`src/rtl/led_pkg.sv`:
```
`default_nettype none
// ============================================================================
//  Module      : led_pkg
//  Description : Shared constants for the LED fader. It holds the default
//                brightness resolution, the derived full-brightness level
//                and the default fade prescaler.
//  Revision    : 1.0  initial release
// ============================================================================
package led_pkg;

  // default brightness resolution in bits
  localparam int c_pw       = 4;
  // full brightness level, 2^PW-1
  localparam int c_max      = (1 << c_pw) - 1;
  // default number of clock cycles per one-step brightness decrement
  localparam int c_fade_div = 16;

endpackage : led_pkg
`default_nettype wire

```
`src/rtl/led_fade_ch.sv`:
```
`default_nettype none
// ============================================================================
//  Module      : led_fade_ch
//  Description : One LED channel. It holds the brightness level register.
//                A set pattern bit loads full brightness, and each fade tick
//                decays the level when the bit is clear. A comparator against
//                the shared PWM counter feeds a registered output.
//  Ports       : ck         - system clock, rising edge
//                rs_n       - asynchronous active-low reset
//                i_en       - run enable (0 holds the level, blanks output)
//                i_fade_tick- one-cycle decay strobe from the prescaler
//                i_led      - pattern bit for this channel
//                i_pwm_cnt  - shared PWM phase counter
//                o_pwm      - registered PWM drive, 1 = lit
//                o_busy     - level strictly between 0 and full brightness
//  Revision    : 1.0  initial release
// ============================================================================
module led_fade_ch #(
  parameter int PW = 4
) (
  input  logic          ck,
  input  logic          rs_n,
  input  logic          i_en,
  input  logic          i_fade_tick,
  input  logic          i_led,
  input  logic [PW-1:0] i_pwm_cnt,
  output logic          o_pwm,
  output logic          o_busy
);

  localparam logic [PW-1:0] c_max  = {PW{1'b1}};
  localparam logic [PW-1:0] c_zero = '0;

  logic [PW-1:0] r_level;
  logic          r_pwm;

  always_ff @(posedge ck or negedge rs_n) begin
    if (!rs_n) begin
      r_level <= c_zero;
      r_pwm   <= 1'b0;
    end else begin
      // Compare uses the pre-update level, so a new attack shows on the
      // pins one edge after the level register loads.
      r_pwm <= i_en & (r_level > i_pwm_cnt);
      if (i_en) begin
        // A set bit outranks a coincident fade tick.
        if (i_led) begin
          r_level <= c_max;
        end else if (i_fade_tick && (r_level != c_zero)) begin
          r_level <= r_level - 1'b1;
        end
      end
    end
  end

  assign o_pwm  = r_pwm;
  assign o_busy = (r_level != c_zero) && (r_level != c_max);

endmodule : led_fade_ch
`default_nettype wire

```
`src/rtl/led_fader.sv`:
```
`default_nettype none
// ============================================================================
//  Module      : led_fader
//  Description : LED pin driver placed after the pattern sequencer. A channel
//                lights at full brightness as soon as its pattern bit sets.
//                When the bit clears, the channel fades out linearly under
//                PWM. The PWM phase counter and the fade prescaler are shared
//                by all channels.
//  Ports       : ck       - system clock, rising edge
//                rs_n     - asynchronous active-low reset
//                en       - run enable; 0 freezes all state, blanks outputs
//                leds_in  - N-bit LED pattern, sampled every edge
//                pwm_out  - registered PWM drive per LED, 1 = lit
//                busy     - some channel is partway through a fade
//  Revision    : 1.0  initial release
// ============================================================================
module led_fader
  import led_pkg::*;
#(
  parameter int N        = 8,
  parameter int PW       = c_pw,
  parameter int FADE_DIV = c_fade_div
) (
  input  logic         ck,
  input  logic         rs_n,
  input  logic         en,
  input  logic [N-1:0] leds_in,
  output logic [N-1:0] pwm_out,
  output logic         busy
);

  localparam int            DW         = (FADE_DIV > 2) ? $clog2(FADE_DIV) : 1;
  localparam logic [PW-1:0] c_max      = {PW{1'b1}};
  // The PWM period is MAX cycles, not 2^PW. This lets level MAX stay lit
  // continuously while level 0 stays dark.
  localparam logic [PW-1:0] c_pwm_last = c_max - 1'b1;
  localparam logic [DW-1:0] c_div_last = DW'(FADE_DIV - 1);

  logic [PW-1:0] r_pwm_cnt;
  logic [DW-1:0] r_div_cnt;
  logic          w_fade_tick;
  logic [N-1:0]  w_ch_busy;

  always_ff @(posedge ck or negedge rs_n) begin
    if (!rs_n) begin
      r_pwm_cnt <= '0;
      r_div_cnt <= '0;
    end else if (en) begin
      r_pwm_cnt <= (r_pwm_cnt == c_pwm_last) ? '0 : r_pwm_cnt + 1'b1;
      r_div_cnt <= (r_div_cnt == c_div_last) ? '0 : r_div_cnt + 1'b1;
    end
  end

  // Qualified by en so a frozen prescaler sitting on its last count does not
  // tick on every disabled cycle.
  assign w_fade_tick = en & (r_div_cnt == c_div_last);

  for (genvar gi = 0; gi < N; gi++) begin : g_ch
    led_fade_ch #(
      .PW (PW)
    ) u_ch (
      .ck          (ck),
      .rs_n        (rs_n),
      .i_en        (en),
      .i_fade_tick (w_fade_tick),
      .i_led       (leds_in[gi]),
      .i_pwm_cnt   (r_pwm_cnt),
      .o_pwm       (pwm_out[gi]),
      .o_busy      (w_ch_busy[gi])
    );
  end

  assign busy = |w_ch_busy;

endmodule : led_fader
`default_nettype wire

```
`config.mk`:
```
export PLATFORM = sky130hd
export DESIGN_NAME = led_fader
export DESIGN_NICKNAME = d
export VERILOG_FILES = /design/src/rtl/led_pkg.sv /design/src/rtl/led_fade_ch.sv /design/src/rtl/led_fader.sv
export SDC_FILE = /design/constraint.sdc
export NUM_CORES = 1
export LEC_CHECK = 0
export ABC_AREA = 0
export BUFFER_PORTS_ARGS = -buffer_cell sky130_fd_sc_hd__buf_2
export CAP_MARGIN = 25
export CORE_UTILIZATION = 67
export DETAILED_ROUTE_END_ITERATION = 10
export GPL_TIMING_DRIVEN = 0
export HOLD_SLACK_MARGIN = 0.02
export PLACE_DENSITY = 0.9
export SLEW_MARGIN = 0
export SYNTH_ARGS = -nofsm -noshare
export SYNTH_HDL_FRONTEND = slang
export SYNTH_SLANG_ARGS = --single-unit
```
`constraint.sdc`:
```
create_clock -name ck -period 4.1 [get_ports ck]
set_clock_uncertainty 0.15 [all_clocks]
set_input_delay 0.205 -clock ck [delete_from_list [all_inputs] [get_ports ck]]
set_output_delay 0.205 -clock ck [all_outputs]
set_load 0.005 [all_outputs]
```
; Word-level counts from Yosys, hierarchy flattened
; Index checks and enable logic that the tools add are counted.
[op_classes]
bitwise = 9
n_eq_ne = 10
reduce_logical = 41
n_lt_le_gt_ge = 8
add_sub_neg = 10
n_mux = 18
[ops]
columns = op, n
row1 = 4-bit 2-to-1 mux, 18
row2 = 4-bit greater-than comparator, 8
row3 = "4-bit inequality test, second input constant", 8
row4 = 4-bit nonzero test, 8
row5 = "4-bit by 1-bit subtractor with 4-bit output, second input constant", 8
row6 = 1-bit logical AND, 16
row7 = 2-bit AND reduction, 8
row8 = 2-bit nonzero test, 8
row9 = 1-bit AND, 9
row10 = "4-bit by 1-bit adder with 4-bit output, second input constant", 2
row11 = "4-bit == test, second input constant", 2
row12 = 8-bit OR reduction, 1
[word_totals]
regBits = 48
input_bits = 11
out_inout_bits = 9
wordCells = 114

; Longest topological paths before layout
; Gate-level depths: netlist of the first run.
[depth]
depth_word = 5
depth_mapped = 7
ltp_nobuf = 5

; By module
; A second synthesis of the first run with hierarchy kept.
[unflattened]
cells_unflattened = 349
area_unflattened_um2 = 3403.3
[modules_own_cells]
columns = module, area_each_um2, instances, seq_area_each_um2, cells_each
row1 = led_fade_ch, 372.9, 8, 125.1, 39
row2 = led_fader, 420.4, 1, 200.2, 37

; Worst setup path before layout of the first run
; No wires, ideal clock.
[synth_path]
path_kind = register to output
startpoint = register g_ch[6].u_ch.r_level[0]
endpoint = output port busy
arrival_time_ns = 1.409
n_path_buf = 0
required_ns = 3.745
stages_incl_launch_ff = 6
setup_slack_ns = 2.336
cell_sequence = dfrtp_1 -> inv_1 -> ha_1 -> or3b_2 -> a22oi_1 -> nand4_1
[synth_between]
elab_chain_len = 3
word_cells_on_any_way = 4
cone_classes = eq/ne: 1 / reduce/logical: 3
[synth_lines]
columns = item, line_no
row1 = from (decl), led_fade_ch.sv:34  ; logic [PW-1:0] r_level;
row2 = from (signal assigned), led_fade_ch.sv:39  ; r_level <= c_zero;
row3 = from (signal assigned), led_fade_ch.sv:48  ; r_level <= c_max;
row4 = from (signal assigned), led_fade_ch.sv:50  ; r_level <= r_level - 1'b1;
row5 = 4-bit inequality test / 4-bit nonzero test (equally long branches), led_fade_ch.sv:57  ; assign o_busy = (r_level != c_zero) && (r_level != c_max);
row6 = 1-bit logical AND *, led_fade_ch.sv:57
row7 = 8-bit OR reduction *, led_fader.sv:73  ; assign busy = |w_ch_busy;
row8 = to (decl), led_fader.sv:29  ; output logic busy
; Mark *: on every way between the ends. The rest lies on a longest branch, timed or not.

; Final worst setup path of the first run
[layout_path]
startpoint = register g_ch[2].u_ch.r_level[0]
endpoint = output port busy
[layout_between]
elab_chain_len = 3
word_cells_on_any_way = 4
cone_classes = eq/ne: 1 / reduce/logical: 3
[layout_lines]
columns = item, line_no
row1 = from (decl), led_fade_ch.sv:34
row2 = from (signal assigned), led_fade_ch.sv:39
row3 = from (signal assigned), led_fade_ch.sv:48
row4 = from (signal assigned), led_fade_ch.sv:50
row5 = 4-bit inequality test / 4-bit nonzero test (equally long branches), led_fade_ch.sv:57
row6 = 1-bit logical AND *, led_fade_ch.sv:57
row7 = 8-bit OR reduction *, led_fader.sv:73
; Marked as above.

==> results of run 1 <==
==> per-layer routing <==
layer / share of wire [%] / GRT usage, % / vias up
li1: - / - / 1500
met1: 42 / 42.2 / 1507
met2: 48 / 54.8 / 137
met3: 7.1 / 5.03 / 21
met4: 2.6 / 17.7 / 0
met5: 0 / 0 / -
==> registers in the layout, indices dropped and copies added, names as in the netlist <==
register           flops
g_ch.u_ch.o_pwm        8
g_ch.u_ch.r_level     32
r_div_cnt              4
r_pwm_cnt              4
==> worst reg2reg max path, cell delays in order (launching register included) <==
cell	delay, ns
dfrtp_1	0.43
inv_1	0.12
ha_1	0.20
or3b_1	0.46
and2_4	0.19
o311a_1	0.29
==> through the flow <==
stage               std cells  setup slack, ns
floorplan                 386             2.34
global placement          475             2.05
detailed placement        476             2.05
CTS                       485             1.70
global route              485             1.56
finish                    485             1.68
==> power by group <==
part | total, mW | switching, mW | internal [mW]
logic | 1.06 | 0.558 | 0.507
registers | 0.791 | 0.178 | 0.613
clock network | 0.307 | 0.169 | 0.138
==> cells in the final DEF, fill, tap and decap left out, drive strengths merged, types with 2 or more instances in the layout <==
cell type | Yosys | final
a211oi | 3 | 3
a21oi | 15 | 15
a22oi | 4 | 4
a311oi | 8 | 8
a31oi | 2 | 2
a41oi | 6 | 6
and2 | 6 | 6
and4 | 7 | 7
buf | 20 | 40
clkbuf | 1 | 9
dfrtp | 48 | 48
ha | 49 | 49
inv | 37 | 37
nand2 | 33 | 33
nand3 | 13 | 13
nand3b | 2 | 2
nand4 | 19 | 19
nor2 | 9 | 9
nor2b | 25 | 25
nor3 | 17 | 17
nor3b | 2 | 2
o211ai | 6 | 6
o21ai | 5 | 5
o221a | 3 | 3
o22ai | 3 | 3
o2bb2ai | 10 | 10
o311a | 12 | 12
o41ai | 3 | 3
or3 | 2 | 2
or3b | 8 | 8
==> cells by family after synthesis <==
group                    synth area share [%]
AO/OA/AOI/OAI                            17.9
XOR/XNOR                                0.243
adder cells (fa/ha/maj)                  17.0
buffers and inverters                    7.95
flip-flops                               33.3
multiplexers                            0.590
AND/OR/NAND/NOR                          23.0
==> cell type report <==
type	count	area (um^2)	share of cell area, %
plain buffers	21	148	3.78
clock buffers	8	90.1	2.31
inverters	37	139	3.56
multi-input cells	280	2110	54.1
flip-flops and latches	48	1200	30.8
well taps	70	87.6	2.24
repair buffers	21	125	3.20
==> final timing paths <==
kind	startpoint	to	slack [ns]
max in group asynchronous	rs_n	g_ch[4].u_ch.r_level[2]$_DFFE_PN0P_	3.05
setup reg to reg	g_ch[0].u_ch.r_level[0]$_DFFE_PN0P_	g_ch[0].u_ch.r_level[0]$_DFFE_PN0P_	2.15
min in group asynchronous	rs_n	g_ch[3].u_ch.o_pwm$_DFF_PN0_	0.22
setup / recovery	g_ch[2].u_ch.r_level[0]$_DFFE_PN0P_	busy	1.68
hold reg to reg	r_pwm_cnt[3]$_DFFE_PN0P_	r_pwm_cnt[3]$_DFFE_PN0P_	0.41
hold / removal	leds_in[7]	g_ch[7].u_ch.r_level[0]$_DFFE_PN0P_	0.05
==> what timing repair did <==
item / 4_1_cts / 5_1_grt
hold endpoints to repair: 19 / 0
setup endpoints to repair: 0 / 0
hold buffers: 1 / 0
==> results.sh, run 1 <==
export IMPL_timing_critical_path_buf_inv=2
export IMPL_dieArea_um2=5670
export IMPL_setup_viol=0
export IMPL_grt_pass1_vias=3023
export IMPL_dr_total_vias=3165
export IMPL_clock_latency_ns=0.31
export IMPL_finalSetupTns_ns=0
export IMPL_rsz0062_at_grt="no"
export IMPL_hold_viol=0
export IMPL_htreeDepth=2
export IMPL_critical_path_max_stage_delay_ns=0.47
export IMPL_io_buffer_count=19
export IMPL_finalNetCount=474
export IMPL_worstSetupPathType="reg -> out"
export IMPL_synth_distinct_cells=46
export IMPL_die_width_um=75.3
export IMPL_cp_data_arrival_time_ns=2.06
export IMPL_cts_buffer_depth=2
export IMPL_slew_violations=0
export IMPL_viasPerCell=6.53
export IMPL_syn_nets=446
export IMPL_hp_class="in -> reg"
export IMPL_drc=0
export IMPL_yosysTopAreaCell="dfrtp_1"
export IMPL_synthFlopType="dfrtp_1"
export IMPL_cp_max_fo=5
export IMPL_fmax_ghz=0.414
export IMPL_clock_root_buffer="clkbuf_8"
export IMPL_drt_pass1_iterations=5
export IMPL_fin_crit_ns=2.42
export IMPL_power_density_nw_per_um2=554
export IMPL_rr_worst_depth=5
export IMPL_min_path_cells=3
export IMPL_fin_total_pwr_mw=2.16
export IMPL_track_usage_pct=33.2
export IMPL_num_rows=26
export IMPL_cts_setup_buffers=0
export IMPL_initial_core_util_pct=70.1
export IMPL_gr_total_overflow=0
export IMPL_status="finished clean"
export IMPL_critPathSlowestCell="or3b_1"
export IMPL_whs_ns=0.0495
export IMPL_syn_area_um2=3600
export IMPL_cp_top_family="simple AND/OR/NAND/NOR gates"
export IMPL_synth_area_top_cells="dfrtp_1 (33%), ha_1 (17%), nor2b_1 (4.3%)"
export IMPL_antenna_found_initial=0
export IMPL_tightest_slew_ns=0.635
export IMPL_peakVddDrop_v=0.000380
export IMPL_grt_max_degree=30
export IMPL_ioPinCount=20
export IMPL_maxCapViolations=0
export IMPL_first_iter_violations=230
export IMPL_die_h_um=75.3
export IMPL_wl_per_cell_um=17.9
export IMPL_ys_warn_count=0
export IMPL_hpwl_um=6120
export IMPL_startpoint_type="flip-flop"
export IMPL_gp_congestion=0.951
export IMPL_yosysSeqAreaShare_pct=33.3
export IMPL_num_antenna_cells=0
export IMPL_fillers=380
export IMPL_relSlewSlack_pct=57.7
export IMPL_area_delta_synth_final_pct=8.41
export IMPL_numCtsBuffers=5
export IMPL_path_cells="inv_1 > ha_1 > or3b_1 > a22oi_1 > nand4_1 > buf_2"
export IMPL_crit_cells=6
export IMPL_grt_pass1_wl_um=13900
export IMPL_fin_util_pct=76.0
export IMPL_leakage_nw=1.80
export IMPL_antenna_left=0
export IMPL_ys_ff_latch=48
export IMPL_clkTransAtPathRegs_ns=0.09
export IMPL_core_area_um2=5140
export IMPL_wl_um=8670
export IMPL_end_kind="output port"
export IMPL_async_flop_share_pct=100
export IMPL_post_cts_resize_count=0
export IMPL_synth_common_cells="ha_1 (49), dfrtp_1 (48), inv_1 (36), nand2_1 (33), nor2b_1 (25)"
export IMPL_fin_crit_sh_pct=58.9
export IMPL_post_synth_top_count_cell="ha_1"
export IMPL_syn_inst=386
export IMPL_synth_top_area_share_pct=33.3
export IMPL_fin_area_um2=3910
export IMPL_synth_edf_count=0
export IMPL_avgSynthCellArea_um2=9.33
export IMPL_drive_gt1_share_pct=13.7
export IMPL_dpl_cell_area_um2=3800
export IMPL_cp_required_ns=3.74
export IMPL_cts_sinks=48
export IMPL_cts_tree="yes"
Power figures use the tool's default switching activity.
==> run 2: changes to the inputs <==
--- a/config.mk
+++ b/config.mk
@@ -5,14 +5,14 @@
 export SDC_FILE = /design/constraint.sdc
 export NUM_CORES = 1
 export LEC_CHECK = 0
-export ABC_AREA = 0
+export ABC_AREA = 1
 export BUFFER_PORTS_ARGS = -buffer_cell sky130_fd_sc_hd__buf_2
 export CAP_MARGIN = 25
-export CORE_UTILIZATION = 67
+export CORE_UTILIZATION = 56
 export DETAILED_ROUTE_END_ITERATION = 10
 export GPL_TIMING_DRIVEN = 0
 export HOLD_SLACK_MARGIN = 0.02
-export PLACE_DENSITY = 0.9
+export PLACE_DENSITY = 0.81
 export SLEW_MARGIN = 0
 export SYNTH_ARGS = -nofsm -noshare
 export SYNTH_HDL_FRONTEND = slang
==> constraint.sdc (replaced) <==
create_clock -name ck -period 2 [get_ports ck]
set_clock_uncertainty 0.15 [all_clocks]
set_input_delay 0.1 -clock ck [delete_from_list [all_inputs] [get_ports ck]]
set_output_delay 0.1 -clock ck [all_outputs]
set_load 0.005 [all_outputs]
==> results.sh, run 2 <==
export IMPL_status="finished clean"
export IMPL_syn_inst=479
export IMPL_power_density_nw_per_um2=1160
export IMPL_ys_ff_latch=48
export IMPL_r2r_start="r_pwm_cnt[2]$_DFFE_PN0P_"
export IMPL_synth_distinct_cells=25
export IMPL_syn_nets=539
export IMPL_viasPerCell=5.45
export IMPL_synthFlopType="dfrtp_1"
export IMPL_cp_required_ns=1.75
export IMPL_numCtsBuffers=5
export IMPL_fmax_ghz=0.522
export IMPL_yosysTopAreaCell="dfrtp_1"
export IMPL_synth_top_area_share_pct=33.9
export IMPL_syn_area_um2=3550
export IMPL_avgSynthCellArea_um2=7.41
export IMPL_area_delta_synth_final_pct=10.5
export IMPL_largest_register_ffs=32
export IMPL_hpwl_um=5500
export IMPL_synth_common_cells="nand2_1 (150), nand3_1 (76), ha_1 (49), dfrtp_1 (48), inv_1 (43)"
export IMPL_hold_viol=0
export IMPL_io_buffer_count=18
export IMPL_end_kind="output port"
export IMPL_fin_crit_sh_pct=95.7
export IMPL_track_usage_pct=26.0
export IMPL_dieArea_um2=6660
export IMPL_hp_class="in -> reg"
export IMPL_startpoint_type="flip-flop"
export IMPL_initial_core_util_pct=58.9
export IMPL_antenna_left=0
export IMPL_leakage_nw=2.16
export IMPL_async_flop_share_pct=100
export IMPL_cts_sinks=48
export IMPL_ys_warn_count=0
export IMPL_worstSetupPathType="reg -> out"
export IMPL_fin_crit_ns=1.91
export IMPL_grt_max_degree=36
export IMPL_final_common_cell="nand2_1"
export IMPL_cp_data_arrival_time_ns=1.66
export IMPL_ioPinCount=20
export IMPL_finalNetCount=574
export IMPL_cts_tree="yes"
export IMPL_pre_cts_ws_ns=0.234
export IMPL_tightest_slew_ns=0.524
export IMPL_cp_max_fo=5
export IMPL_peakVddDrop_v=0.000778
export IMPL_die_width_um=81.6
export IMPL_synth_edf_count=0
export IMPL_final_cell_mix="nand2_1 (150), nand3_1 (76), ha_1 (48), dfrtp_1 (48), inv_1 (37)"
export IMPL_cp_startpoint="g_ch[7].u_ch.r_level[0]$_DFFE_PN0P_"
export IMPL_regMostFlops="g_ch.u_ch.r_level"
export IMPL_cts_buffer_depth=2
export IMPL_die_h_um=81.6
export IMPL_first_iter_violations=194
export IMPL_grt_pass1_vias=3042
export IMPL_rr_worst_depth=6
export IMPL_antenna_found_initial=0
export IMPL_yosysSeqAreaShare_pct=33.9
export IMPL_drive_gt1_share_pct=14.0
export IMPL_reg2reg_slack_ns=0.22
export IMPL_clkTransAtPathRegs_ns=0.09
export IMPL_reg2reg_to="g_ch[7].u_ch.o_pwm$_DFF_PN0_"
export IMPL_dr_total_vias=3209
export IMPL_core_area_um2=6030
export IMPL_synth_area_top_cells="dfrtp_1 (34%), ha_1 (17%), nand2_1 (16%)"
export IMPL_setup_ws_ns=0.0854
export IMPL_num_rows=28
export IMPL_maxCapViolations=0
export IMPL_endpoint="busy"
export IMPL_finalSetupTns_ns=0
export IMPL_rsz0062_at_grt="no"
export IMPL_grt_pass1_wl_um=13300
export IMPL_setup_viol=0
export IMPL_cts_setup_buffers=0
export IMPL_wl_per_cell_um=13.2
export IMPL_gr_total_overflow=0
export IMPL_relSlewSlack_pct=65.0
export IMPL_wl_um=7800
export IMPL_gp_congestion=0.834
export IMPL_drt_pass1_iterations=4
export IMPL_clock_latency_ns=0.30
export IMPL_num_antenna_cells=0
export IMPL_slew_violations=0
export IMPL_htreeDepth=2
export IMPL_drc=0
export IMPL_clock_root_buffer="clkbuf_8"
export IMPL_post_synth_top_count_cell="nand2_1"
==> run 2: per-stage QoR <==
stage	cell area [um^2]	hold slack [ns]	std cells	total power, mW	util (%)
after floorplan	3550	-0.346	479	3.37	-
after global placement	3730	0.217	572	3.81	61.9
after detailed placement	3750	-0.120	573	3.97	62.3
after CTS	3920	0.0214	589	4.56	65.0
after global routing	3920	0.0600	589	5.07	65.1
final	3920	0.0270	589	4.55	65.1
==> run 2: report_power, final <==
part	internal (mW)	leakage, nW	switching (mW)
combinational	0.989	1.56	1.33
sequential	1.29	0.560	0.377
clock	0.239	0.0410	0.318
==> run 2: layout make-up <==
class	count	area (um^2)
clock inverter	1	5.00
multi-input combinational	360	2030
tap	75	93.8
buffer	16	109
timing repair buffer	28	200
fill	523	2100
sequential	48	1200
inverter	55	206
clock buffer	6	72.6
==> run 2: logic make-up (layout without fill, tap and decap cells) <==
| family | count (synthesis) | after routing | share of synthesized area, % |
|---|---|---|---|
| xor+xnor | 1 | 1 | 0.247 |
| compound gates | 29 | 29 | 4.44 |
| simple gates | 281 | 281 | 35.3 |
| fa+ha+maj | 49 | 49 | 17.3 |
| buf+inv | 71 | 106 | 8.89 |
| flops | 48 | 48 | 33.9 |
==> run 2: metal layers <==
metal / share of wire [%] / vias up / global-route usage (%) / wire [um]
met5: 0 / - / 0 / 0
met4: 1.3 / 0 / 8.95 / 99
met3: 5.2 / 18 / 3.67 / 409
met2: 49 / 86 / 44.8 / 3820
met1: 45 / 1476 / 33.3 / 3470
li1: - / 1629 / - / -
==> run 2: critical path, stage by stage (launching register included) <==
cell	delay, ns
dfrtp_1	0.40
inv_1	0.14
ha_1	0.21
nand3_1	0.12
nand2_1	0.10
nand2_1	0.06
nor2_1	0.12
nand2_1	0.09
buf_2	0.13
==> run 2: worst min path at each step <==
stage               from                                   to  slack (ns)  cells after the start
global placement    rs_n  g_ch[3].u_ch.r_level[2]$_DFFE_PN0P_        0.22                      1
detailed placement  rs_n  g_ch[3].u_ch.r_level[2]$_DFFE_PN0P_       -0.12                      1
CTS                   en             r_div_cnt[1]$_DFFE_PN0P_        0.02                      4
finish                en             r_div_cnt[1]$_DFFE_PN0P_        0.03                      4
global route          en             r_div_cnt[0]$_DFFE_PN0P_        0.06                      3
floorplan           rs_n         g_ch[0].u_ch.o_pwm$_DFF_PN0_       -0.35                      0
==> run 2: repair_timing <==
item	in CTS	in global routing
hold endpoints to repair	76	0
hold buffers	9	0
endpoints found under the setup margin	0	1
gates resized for setup	0	7
==> run 3: changes to the inputs <==
--- a/config.mk
+++ b/config.mk
@@ -8,11 +8,11 @@
 export ABC_AREA = 1
 export BUFFER_PORTS_ARGS = -buffer_cell sky130_fd_sc_hd__buf_2
 export CAP_MARGIN = 25
-export CORE_UTILIZATION = 56
+export CORE_UTILIZATION = 62
 export DETAILED_ROUTE_END_ITERATION = 10
 export GPL_TIMING_DRIVEN = 0
 export HOLD_SLACK_MARGIN = 0.02
-export PLACE_DENSITY = 0.81
+export PLACE_DENSITY = 0.85
 export SLEW_MARGIN = 0
 export SYNTH_ARGS = -nofsm -noshare
 export SYNTH_HDL_FRONTEND = slang
==> constraint.sdc (replaced) <==
create_clock -name ck -period 1.8 [get_ports ck]
set_clock_uncertainty 0.15 [all_clocks]
set_input_delay 0.18 -clock ck [delete_from_list [all_inputs] [get_ports ck]]
set_output_delay 0.18 -clock ck [all_outputs]
set_load 0.005 [all_outputs]
==> results.sh, run 3 (synthesized netlist as in run 2, its figures left out) <==
export IMPL_dr_total_vias=3830
export IMPL_track_usage_pct=34.1
export IMPL_setup_viol=3
export IMPL_startpoint_type="flip-flop"
export IMPL_hp_class="in -> reg"
export IMPL_drc=0
export IMPL_whs_endpoint="g_ch[5].u_ch.r_level[1]$_DFFE_PN0P_"
export IMPL_rr_worst_depth=9
export IMPL_num_rows=27
export IMPL_clkTransAtPathRegs_ns=0.09
export IMPL_first_iter_violations=341
export IMPL_cts_buffer_depth=2
export IMPL_finalSetupTns_ns=-0.0831
export IMPL_pre_cts_ws_ns=0.0269
export IMPL_die_h_um=77.6
export IMPL_rsz0062_at_grt="yes"
export IMPL_antenna_found_initial=0
export IMPL_whs_ns=0.0574
export IMPL_end_kind="output port"
export IMPL_grt_pass1_wl_um=16000
export IMPL_largest_register_ffs=32
export IMPL_fin_util_pct=82.5
export IMPL_power_density_nw_per_um2=1450
export IMPL_leakage_nw=2.40
export IMPL_clock_root_buffer="clkbuf_8"
export IMPL_numCtsBuffers=5
export IMPL_clock_latency_ns=0.31
export IMPL_fmax_ghz=0.534
export IMPL_gp_congestion=0.881
export IMPL_final_common_cell="nand2_1"
export IMPL_cts_sinks=48
export IMPL_worstSetupPathType="reg -> out"
export IMPL_core_area_um2=5510
export IMPL_drt_pass1_iterations=6
export IMPL_cp_data_arrival_time_ns=1.54
export IMPL_num_antenna_cells=0
export IMPL_r2r_start="r_div_cnt[0]$_DFFE_PN0P_"
export IMPL_relSlewSlack_pct=61.9
export IMPL_cp_max_fo=4
export IMPL_ioPinCount=20
export IMPL_cp_required_ns=1.47
export IMPL_fin_cells=632
export IMPL_setup_ws_ns=-0.0721
export IMPL_dieArea_um2=6030
export IMPL_regMostFlops="g_ch.u_ch.r_level"
export IMPL_tightest_slew_ns=0.571
export IMPL_regArea_um2=1200
export IMPL_initial_core_util_pct=64.4
export IMPL_slew_violations=0
export IMPL_fillers=330
export IMPL_placed_cells=570
export IMPL_cts_tree="yes"
export IMPL_grt_pass1_vias=3550
export IMPL_die_width_um=77.6
export IMPL_final_cell_mix="nand2_1 (142), nand3_1 (67), buf_4 (57), dfrtp_1 (45), ha_1 (38)"
export IMPL_status="finished with violations"
export IMPL_fin_crit_ns=1.87
export IMPL_gr_total_overflow=0
export IMPL_fin_crit_sh_pct=104
export IMPL_peakVddDrop_v=0.000967
export IMPL_reg2reg_slack_ns=-0.01
export IMPL_viasPerCell=6.06
export IMPL_htreeDepth=2
export IMPL_wl_per_cell_um=17.5
export IMPL_antenna_left=0
export IMPL_multi_input_area_um2=2260
export IMPL_reg2reg_to="g_ch[0].u_ch.r_level[2]$_DFFE_PN0P_"
export IMPL_finalNetCount=619
export IMPL_hpwl_um=5920
export IMPL_min_path_cells=5
export IMPL_hold_viol=0
export IMPL_maxCapViolations=0
export IMPL_hold_start="leds_in[5]"
export IMPL_wl_um=11100
export IMPL_area_delta_synth_final_pct=28.1
export IMPL_grt_max_degree=31
export IMPL_io_buffer_count=18
export IMPL_drive_gt1_share_pct=29.8
export IMPL_violations="negative setup slack"
run 3: cell count changes in the layout (fill, tap and decap cells not counted), sizes merged:
cell         previous run  this run
buf                    35        87
dlygate4sd3             9         1
clkinvlp                0         4
inv                    54        51
bufinv                  0         1
clkbuf                  6         7
clkinv                  2         1
run 3: per-stage QoR:
stage	total power, mW	cell area, um^2
finish	6.60	4550
global route	7.08	4550
CTS	5.83	4240
detailed placement	4.47	3750
global placement	4.24	3730
floorplan	3.74	3550
run 3: final cells by class:
cell class	count	area share, %
plain buffers	16	2.39
flip-flops and latches	48	26.5
inverters	55	4.79
well taps	72	1.98
repair buffers	72	11.8
repair inverters	1	0.110
clock inverters	1	0.661
multi-input cells	360	49.7
clock buffers	7	2.12
run 3: worst max-delay path by stage:
stage,from,to,slack [ns],depth (start not counted)
final,g_ch[0].u_ch.r_level[1]$_DFFE_PN0P_,busy,-0.07,8
after global routing,g_ch[7].u_ch.r_level[1]$_DFFE_PN0P_,busy,-0.13,8
after detailed placement,r_pwm_cnt[2]$_DFFE_PN0P_,g_ch[7].u_ch.o_pwm$_DFF_PN0_,0.03,6
after global placement,r_pwm_cnt[2]$_DFFE_PN0P_,g_ch[7].u_ch.o_pwm$_DFF_PN0_,0.11,6
after CTS,g_ch[3].u_ch.r_level[1]$_DFFE_PN0P_,busy,-0.02,8
after floorplan,r_pwm_cnt[2]$_DFFE_PN0P_,g_ch[1].u_ch.o_pwm$_DFF_PN0_,0.35,6
run 3: worst max-delay path, cell delays in order, from the launching register on:
cell and delay (ns):
dfrtp_2 0.43, inv_1 0.11, ha_4 0.14, nand3_2 0.07, nand2_2 0.10, nand2_2 0.08, nor2_4 0.09, nand2_1 0.07
buf_2 0.13
run 3: power breakdown:
| group | internal [mW] | switching, mW |
|---|---|---|
| clock | 0.491 | 0.395 |
| combinational | 1.74 | 2.10 |
| sequential | 1.44 | 0.428 |
| total | 3.68 | 2.92 |
run 3: timing repair:
item / CTS / global route
setup endpoints to repair: 1 / 26
hold buffers: 1 / 0
endpoints found under the hold margin: 18 / 0
pin swaps: 10 / 10
resized for setup: 31 / 34
buffers inserted: 33 / 19
cloned: 0 / 1
run 3: per-layer routing:
layer	global-route usage, %	up-vias	routed length [um]
li1	-	1721	-
met1	38.3	1798	4160
met2	62.4	223	5450
met3	5.18	88	804
met4	17.0	0	658
met5	0	-	0
